File: src/rtl/cordic_serial.sv
// Bit-serial I/O CORDIC engine: one word in and one result out per frame, LSB first.
// The iterations run between input windows, so results emerge one frame after their inputs.
module cordic_serial #(
  parameter int WIDTH = 16,
  parameter int ITERS = 16,
  parameter int GUARD = 2
) (
  input  logic clk,
  input  logic sclr,
  input  logic xi,
  input  logic yi,
  input  logic zi,
  input  logic rot,
  output logic valid,
  output logic xo,
  output logic yo,
  output logic zo
);

  localparam int PERIOD = WIDTH + 1 + ITERS + 1;
  localparam int CW     = $clog2(PERIOD);
  // Two extra integer bits absorb the CORDIC gain (~1.65) on full-scale inputs.
  localparam int IW     = WIDTH + GUARD + 2;
  localparam int IIW    = (ITERS > 1) ? $clog2(ITERS) : 1;
  localparam int GS     = (GUARD >= 2) ? GUARD - 2 : 0;
  localparam int GR     = (GUARD < 2) ? 2 - GUARD : 0;
  localparam logic signed [IW-1:0] HALF = (GUARD > 0) ? IW'(1 << ((GUARD > 0) ? GUARD - 1 : 0)) : '0;

  // atan(2^-i) tabulated at 2^16 scale, rescaled to 2^(14+GUARD) with rounding.
  function automatic logic signed [IW-1:0] atan_rom(input logic [IIW-1:0] idx);
    int v;
    int i;
    i = int'(idx);
    case (i)
      0:       v = 51472;
      1:       v = 30386;
      2:       v = 16055;
      3:       v = 8150;
      4:       v = 4091;
      5:       v = 2047;
      6:       v = 1024;
      7:       v = 512;
      default: v = (i < 31) ? (((131072 >>> i) + 1) >>> 1) : 0;
    endcase
    atan_rom = IW'(((v <<< GS) + ((1 <<< GR) >>> 1)) >>> GR);
  endfunction

  logic [CW-1:0]          r_cnt;
  logic                   r_valid;
  logic                   r_rot;
  logic [WIDTH-1:0]       r_xin, r_yin, r_zin;
  logic [WIDTH-1:0]       r_xout, r_yout, r_zout;
  logic signed [IW-1:0]   r_x, r_y, r_z;

  logic                   w_shift, w_load, w_iter_ph, w_xfer;
  logic [CW-1:0]          w_cnt_nxt;
  logic [IIW-1:0]         w_iter;
  logic                   w_dpos;
  logic signed [IW-1:0]   w_xl, w_yl, w_zl;
  logic signed [IW-1:0]   w_xs, w_ys, w_ang;
  logic signed [IW-1:0]   w_xn, w_yn, w_zn;
  logic signed [IW-1:0]   w_xr, w_yr, w_zr;

  assign w_shift   = (r_cnt < CW'(WIDTH));
  assign w_load    = (r_cnt == CW'(WIDTH));
  assign w_iter_ph = (r_cnt > CW'(WIDTH)) && (r_cnt < CW'(PERIOD - 1));
  assign w_xfer    = (r_cnt == CW'(PERIOD - 1));
  assign w_cnt_nxt = w_xfer ? '0 : r_cnt + CW'(1);
  assign w_iter    = IIW'(r_cnt - CW'(WIDTH + 1));

  assign w_xl = IW'($signed(r_xin)) <<< GUARD;
  assign w_yl = IW'($signed(r_yin)) <<< GUARD;
  assign w_zl = IW'($signed(r_zin)) <<< GUARD;

  assign w_dpos = r_rot ? ~r_z[IW-1] : r_y[IW-1];
  assign w_xs   = r_x >>> w_iter;
  assign w_ys   = r_y >>> w_iter;
  assign w_ang  = atan_rom(w_iter);
  assign w_xn   = w_dpos ? r_x - w_ys  : r_x + w_ys;
  assign w_yn   = w_dpos ? r_y + w_xs  : r_y - w_xs;
  assign w_zn   = w_dpos ? r_z - w_ang : r_z + w_ang;

  assign w_xr = r_x + HALF;
  assign w_yr = r_y + HALF;
  assign w_zr = r_z + HALF;

  always_ff @(posedge clk) begin
    if (sclr) begin
      r_cnt   <= CW'(PERIOD - 1);
      r_valid <= 1'b0;
      r_rot   <= 1'b0;
      r_xin   <= '0;
      r_yin   <= '0;
      r_zin   <= '0;
      r_xout  <= '0;
      r_yout  <= '0;
      r_zout  <= '0;
      r_x     <= '0;
      r_y     <= '0;
      r_z     <= '0;
    end else begin
      r_cnt   <= w_cnt_nxt;
      r_valid <= (w_cnt_nxt < CW'(WIDTH));
      if (w_shift) begin
        r_xin  <= {xi, r_xin[WIDTH-1:1]};
        r_yin  <= {yi, r_yin[WIDTH-1:1]};
        r_zin  <= {zi, r_zin[WIDTH-1:1]};
        r_xout <= {1'b0, r_xout[WIDTH-1:1]};
        r_yout <= {1'b0, r_yout[WIDTH-1:1]};
        r_zout <= {1'b0, r_zout[WIDTH-1:1]};
      end
      if (w_load) begin
        r_x   <= w_xl;
        r_y   <= w_yl;
        r_z   <= w_zl;
        r_rot <= rot;
      end
      if (w_iter_ph) begin
        r_x <= w_xn;
        r_y <= w_yn;
        r_z <= w_zn;
      end
      // Slicing above the guard bits after adding half an LSB rounds and wraps in one step.
      if (w_xfer) begin
        r_xout <= w_xr[GUARD +: WIDTH];
        r_yout <= w_yr[GUARD +: WIDTH];
        r_zout <= w_zr[GUARD +: WIDTH];
      end
    end
  end

  assign valid = r_valid;
  assign xo    = r_xout[0];
  assign yo    = r_yout[0];
  assign zo    = r_zout[0];

endmodule

File: config.mk
export PLATFORM = sky130hd
export DESIGN_NAME = cordic_serial
export DESIGN_NICKNAME = d
export VERILOG_FILES = /design/src/rtl/cordic_serial.sv
export SDC_FILE = /design/constraint.sdc
export NUM_CORES = 1
export LEC_CHECK = 0
export BUFFER_PORTS_ARGS = -buffer_cell sky130_fd_sc_hd__buf_2
export CAP_MARGIN = 20
export CORE_ASPECT_RATIO = 0.5
export CORE_MARGIN = 2
export CORE_UTILIZATION = 50
export CTS_CLUSTER_DIAMETER = 100
export CTS_CLUSTER_SIZE = 30
export DETAILED_ROUTE_END_ITERATION = 7
export PLACE_DENSITY = 0.65
export SETUP_SLACK_MARGIN = 0.05
export SLEW_MARGIN = 20
export SYNTH_ARGS = -nofsm -noshare
export SYNTH_HDL_FRONTEND = slang
export SYNTH_SLANG_ARGS = --single-unit
File: constraint.sdc
create_clock -name clk -period 7.3 [get_ports clk]
set_input_delay 0.73 -clock clk [delete_from_list [all_inputs] [get_ports clk]]
set_output_delay 0.73 -clock clk [all_outputs]
set_load 0.01 [all_outputs]
Yosys cells after proc, flatten, opt, wreduce, memory -nomap -nowiden
Cells that the tools add are included.
{ "word_totals": {"reg_bits": 164, "latch_bits": 0, "ram_bits": 0, "rom_bits": 0, "input_bits": 6, "out_inout_bits": 4, "word_cells": 63, "mem_count": 0} }
{ "op_classes": {"add_sub_neg": 12, "mul": 0, "div": 0, "order_cmp": 4, "n_eq_ne": 9, "n_shift": 3, "n_mux": 18, "bitwise_logic": 1, "reduce_logical": 4} }
{ "ops": {"columns": ["cell", "n"], "rows": [
  ["$mux W20", 9],
  ["$pmux W20 S8", 1],
  ["$mux W16", 6],
  ["$add A20 B20 Y20", 3],
  ["$sub A20 B20 Y20", 3],
  ["$add A18 B3 Y18 const B", 3],
  ["$sshr A20 B4 Y20", 2],
  ["$add A21 B2 Y21 const B", 1],
  ["$sshr A19 B4 Y21 const A", 1],
  ["$eq A4 B3 Y1 const B", 4],
  ["$lt A6 B5 Y1 const B", 2],
  ["$eq A4 B2 Y1 const B", 2],
  ["$add A6 B1 Y6 const B", 1],
  ["$eq A6 B5 Y1 const B", 1],
  ["$eq A6 B6 Y1 const B", 1],
  ["$gt A6 B5 Y1 const B", 1],
  ["$lt A6 B6 Y1 const B", 1],
  ["$mux W6", 1],
  ["$eq A4 B1 Y1 const B", 1],
  ["$logic_not A4 Y1", 1],
  ["$reduce_bool A2 Y1", 2],
  ["$sub A4 B1 Y4 const B", 1],
  ["$logic_and A1 B1 Y1", 1],
  ["$mux W1", 1],
  ["$not A1 Y1", 1]
]} }

Depth between registers and ports, before layout
{ "logic_depth": {"depth_word": 7, "mapped_depth": 27, "depth_no_buf": 22} }

Worst setup path before layout
Ideal clock, no wire load.
{ "synth_path": {"kind": "reg2reg", "from": "reg r_cnt[0]", "to": "reg r_z[19]", "setup_ns": 0.063, "t_arrival_ns": 5.937, "required_ns": 7.237, "path_slack_ns": 1.300, "path_stages_with_launch": 28, "synth_period_minus_slack_ns": 6.000, "path_cell_list": "dfxtp_1 > buf_6 > buf_6 > buf_1 > inv_1 > ha_1 > xor2_1 > clkbuf_1 > buf_2 > nand2_1 > o22a_1 > o21ai_0 > ha_1 > and2_1 > a21oi_1 > a21oi_1 > o31a_1 > xnor2_1 > ha_1 > and3_1 > nand4_1 > a211oi_1 > nor2_1 > a31o_2 > o21ai_0 > a21oi_1 > or4b_2 > nand3_1"} }
{ "synth_via": {"elab_chain_len": 7, "elab_cells_between_ends": 21, "cone_classes": "4 x add/sub; 2 x order compare; 8 x eq/ne; 1 x shift; 3 x mux; 3 x reduce/logical"} }
{ "synth_rtl": {"columns": ["element", "line_no", "source"], "rows": [
  ["from (decl)", "48", "logic [CW-1:0] r_cnt;"],
  ["from (signal assigned)", "89", "r_cnt <= CW'(PERIOD - 1);"],
  ["from (signal assigned)", "102", "r_cnt <= w_cnt_nxt;"],
  ["$sub A4 B1 Y4", "69", "assign w_iter = IIW'(r_cnt - CW'(WIDTH + 1));"],
  ["$sshr A19 B4 Y21", "43", "default: v = (i < 31) ? (((131072 >>> i) + 1) >>> 1) : 0;"],
  ["$add A21 B2 Y21", "43", null],
  ["$pmux W20 S8", "34", "case (i)"],
  ["$add A20 B20 Y20 or $sub A20 B20 Y20 (tied branches)", "81", "assign w_zn = w_dpos ? r_z - w_ang : r_z + w_ang;"],
  ["$mux W20", "81", null],
  ["$mux W20", "118", "if (w_iter_ph) begin"],
  ["to (signal assigned)", "115", "r_z <= w_zl;"],
  ["to (signal assigned)", "121", "r_z <= w_zn;"],
  ["to (decl)", "53", "logic signed [IW-1:0] r_x, r_y, r_z;"]
]} }
Several ways; a longest one is shown, not always the timed one.
A chain may end at the register's enable or synchronous reset.

Final worst setup path
{ "layout_path": {"from": "reg r_cnt[1]", "to": "reg r_x[19]"} }
{ "layout_via": {"elab_chain_len": 5, "elab_cells_between_ends": 11, "cone_classes": "3 x add/sub; 2 x order compare; 1 x eq/ne; 1 x shift; 2 x mux; 2 x reduce/logical"} }
{ "layout_rtl": {"columns": ["element", "line_no", "source"], "rows": [
  ["$sub A4 B1 Y4", "69", null],
  ["$sshr A20 B4 Y20", "77", "assign w_ys = r_y >>> w_iter;"],
  ["$add A20 B20 Y20 or $sub A20 B20 Y20 (tied branches)", "79", "assign w_xn = w_dpos ? r_x - w_ys : r_x + w_ys;"],
  ["$mux W20", "79", null],
  ["$mux W20", "118", null],
  ["to (signal assigned)", "113", "r_x <= w_xl;"],
  ["to (signal assigned)", "119", "r_x <= w_xn;"],
  ["to (decl)", "53", null]
]} }
Several ways; a longest one is shown, not always the timed one.

==> metrics.md <==
| Metric | Value |
|---|---|
| Cells after synthesis | `approximately 1.7k` |
| Share of cells above drive strength 1 | `0.0802` |
| Die X | `between 200 and 250 µm` |
| Vias in the first global route | `between 10k and 15k` |
| Full die area | `around 0.027 mm²` |
| Gpl congestion | `0.900` |
| Endpoints failing setup | `0` |
| HPWL after detailed placement | `around 26000 µm` |
| Worst Slack Setup Final | `roughly 890 ps` |
| First-pass GRT wire length | `approximately 61000 µm` |
| Count of clock tree sinks | `164` |
| Worst slew margin | `0.267` |
| Cts-stage hold buffer count | `0` |
| CTS max path bufs | `2` |
| Synth Flop Type | `dfxtp_1` |
| Core Rows | `41` |
| CTS clk-pin slew, worst paths | `70 ps` |
| CTS Root Cell | `clkbuf_16` |
| RSZ-0062 raised after global routing | `no` |
| CP Data Arrival Time | `roughly 6800 ps` |
| CP max stage cell | `ha_1` |
| Final nets | `about 1.7k` |
| GRT overflow | `0` |
| Least-Margin Pin Slew | `around 1100 ps` |
| Count leader, synth | `nand2_1` |
| Pre-antenna DRT Iters | `6` |
| Synth area leaders | `dfxtp_1 (25%), nand2_1 (9.4%), ha_1 (6.7%)` |
| Die H | `118 µm` |
| Setup crit end kind | `flip-flop` |
| Syn_nets | `1800` |
| Wirelength per Cell | `18.9 µm` |
| TritonCTS clock tree | `done` |
| ANT nets after route | `0` |
| Synth cell count leaders | `nand2_1 (326), nor2_1 (191), dfxtp_1 (164), a21oi_1 (145), o21ai_0 (92)` |
| Starting Density | `0.513` |
| CTS HTree Levels | `4` |
| FFs w/ async S/R, synth | `0` |
| Status | `finished clean` |
| Post-synth EDFFs | `0` |
| Fin crit share | `0.877` |
| Final Hold Fails | `0` |
| Min Clock Period, post-route | `between 6000 and 7000 ps` |
| Leading area contributor after synthesis | `dfxtp_1` |
| Final WL | `between 30000 and 40000 µm` |
| Fmax | `approximately 160 MHz` |
| Drt drc | `0` |
| Largest net degree at the start of global routing | `106` |
| Synthesized area per cell | `7.58 µm²` |
| Crit Path Class | `flip-flop to flip-flop` |
| TritonCTS buffer count | `17` |
| Total track usage | `0.277` |
| Yosys cell types | `76` |
| Clk_lat worst skew | `between 400 and 500 ps` |
| Post-CTS resize count | `0` |
| Max cap viols | `0` |
| CP Max Fanout | `26` |
| Drt initial violations | `roughly 1.0k` |
| Area grow syn2layout | `5.81%` |
| DR vias | `~12k` |
| Critical Path Source Type | `flip-flop` |
| WP data required | `7670 ps` |
| Max-slew violations | `0` |
| Core Area | `approximately 0.025 mm²` |
| Vias per cell | `6.13` |
| Synth top area share | `0.252` |
| Post-Place Worst Slack | `between 900 and 1000 ps` |
| Yosys reg bits | `164` |
| # Post-CTS Setup Buffers | `0` |
| Mapped cell area | `0.0131 mm²` |
| Initial antenna violation count | `0` |
| Clk_skew | `just over 9 ps` |
| I/O pin cnt | `10` |
| Fin Setup TNS | `0 ps` |
| Synthesis Warnings | `0` |
| CP cell instances | `inv_1 -> ha_1 -> buf_4 -> mux4_2 -> mux4_2 -> nor3_2 -> and3_1 -> nor2b_1 -> inv_1 -> o21ai_0 -> xor2_1 -> ha_1 -> or4_1 -> a21oi_1 -> a211oi_1 -> o41ai_1 -> o21ai_0 -> xnor2_1 -> nand3_1 -> a31oi_1` |
| Post-synthesis sequential area ratio | `0.252` |
| Max stage delay on crit path | `slightly above 1000 ps` |
| Port-buffer cells | `9` |
| HP Class | `flip-flop to flip-flop` |
-- worst paths after layout --
path,startpoint,to,slack [ps],cells past startpoint
worst min register to register,r_yin[0]$_SDFFE_PP0P_,r_yin[0]$_SDFFE_PP0P_,460,2
worst max-delay path,r_cnt[1]$_SDFF_PP0_,r_x[19]$_SDFFE_PP0P_,890,20
worst min-delay path,r_yin[0]$_SDFFE_PP0P_,r_yin[0]$_SDFFE_PP0P_,460,2
worst max register to register,r_cnt[1]$_SDFF_PP0_,r_x[19]$_SDFFE_PP0P_,890,20
-- stage by stage --
step	hold WS, ps	std cells	utilization	area, µm²
3_3_place_gp	442	1970	0.519	13200
2_1_floorplan	433	1721	-	13100
6_report	462	2003	0.543	13800
5_1_grt	470	2002	0.543	13800
3_5_place_dp	447	1970	0.519	13200
4_1_cts	456	2001	0.542	13800
-- cells by family after synthesis --
kind of cell / share of synthesized area
buf+inv: 0.0469
simple gates: 0.232
flops: 0.252
mux: 0.0964
compound gates: 0.215
fa+ha+maj: 0.0717
xor+xnor: 0.0866
-- placed cells by master, fill, tap and decap left out, drive strengths merged, types with 4 or more instances in the layout --
cell type and count:
dfxtp 164, o31ai 6, a21o 20, a31oi 17
ha 70, a21oi 145, mux2i 29, xnor2 75
nand2b 10, a21boi 4, mux2 10, nor3 32
or3 8, o22ai 6, nor4 5, a311oi 62
nand3 39, nand4 15, o211ai 6, nor3b 4
a211oi 19, o31a 6, inv 37, o21ai 93
o21a 9, clkbuf 20, o41ai 7, or2 9
xor2 54, buf 24, nor2b 12, nor2 192
and2 6, o211a 4, and3 24, nand2 326
mux4 38
-- final cells by class --
cell class	count	area [µm²]
fill	2429	11600
multi-input combinational	1407	9220
sequential	164	3280
clock buffer	20	467
tap	344	430
timing repair buffer	24	173
inverter	32	120
clock inverter	11	114
antenna	1	2.50
-- flip-flops by register name (all words and copies together) (netlist names) --
name / cells
r_x: 20
r_yin: 16
r_rot: 1
r_zin: 16
r_cnt: 6
r_z: 20
r_xout: 16
r_y: 20
r_yout: 16
valid: 1
r_zout: 16
r_xin: 16
-- per-layer routing --
layer  vias to the layer above  GRT usage  share of wire
met2                       366      0.449           0.46
met4                         0     0.0744          0.017
met5                         -          0              0
met1                      5857      0.379           0.47
met3                        55     0.0495          0.057
li1                       6000          -              -
-- critical path, delay by kind of cell, from the launching register on --
family          cells  cell delay, ps
simple gates        5            1240
flops               1             500
mux                 2             910
compound gates      6            1560
fa+ha+maj           2            1230
xor+xnor            2             290
buf+inv             3             580
Power is not shown: default switching activity piles up to over one toggle a cycle in this logic, so the estimate is an artifact.
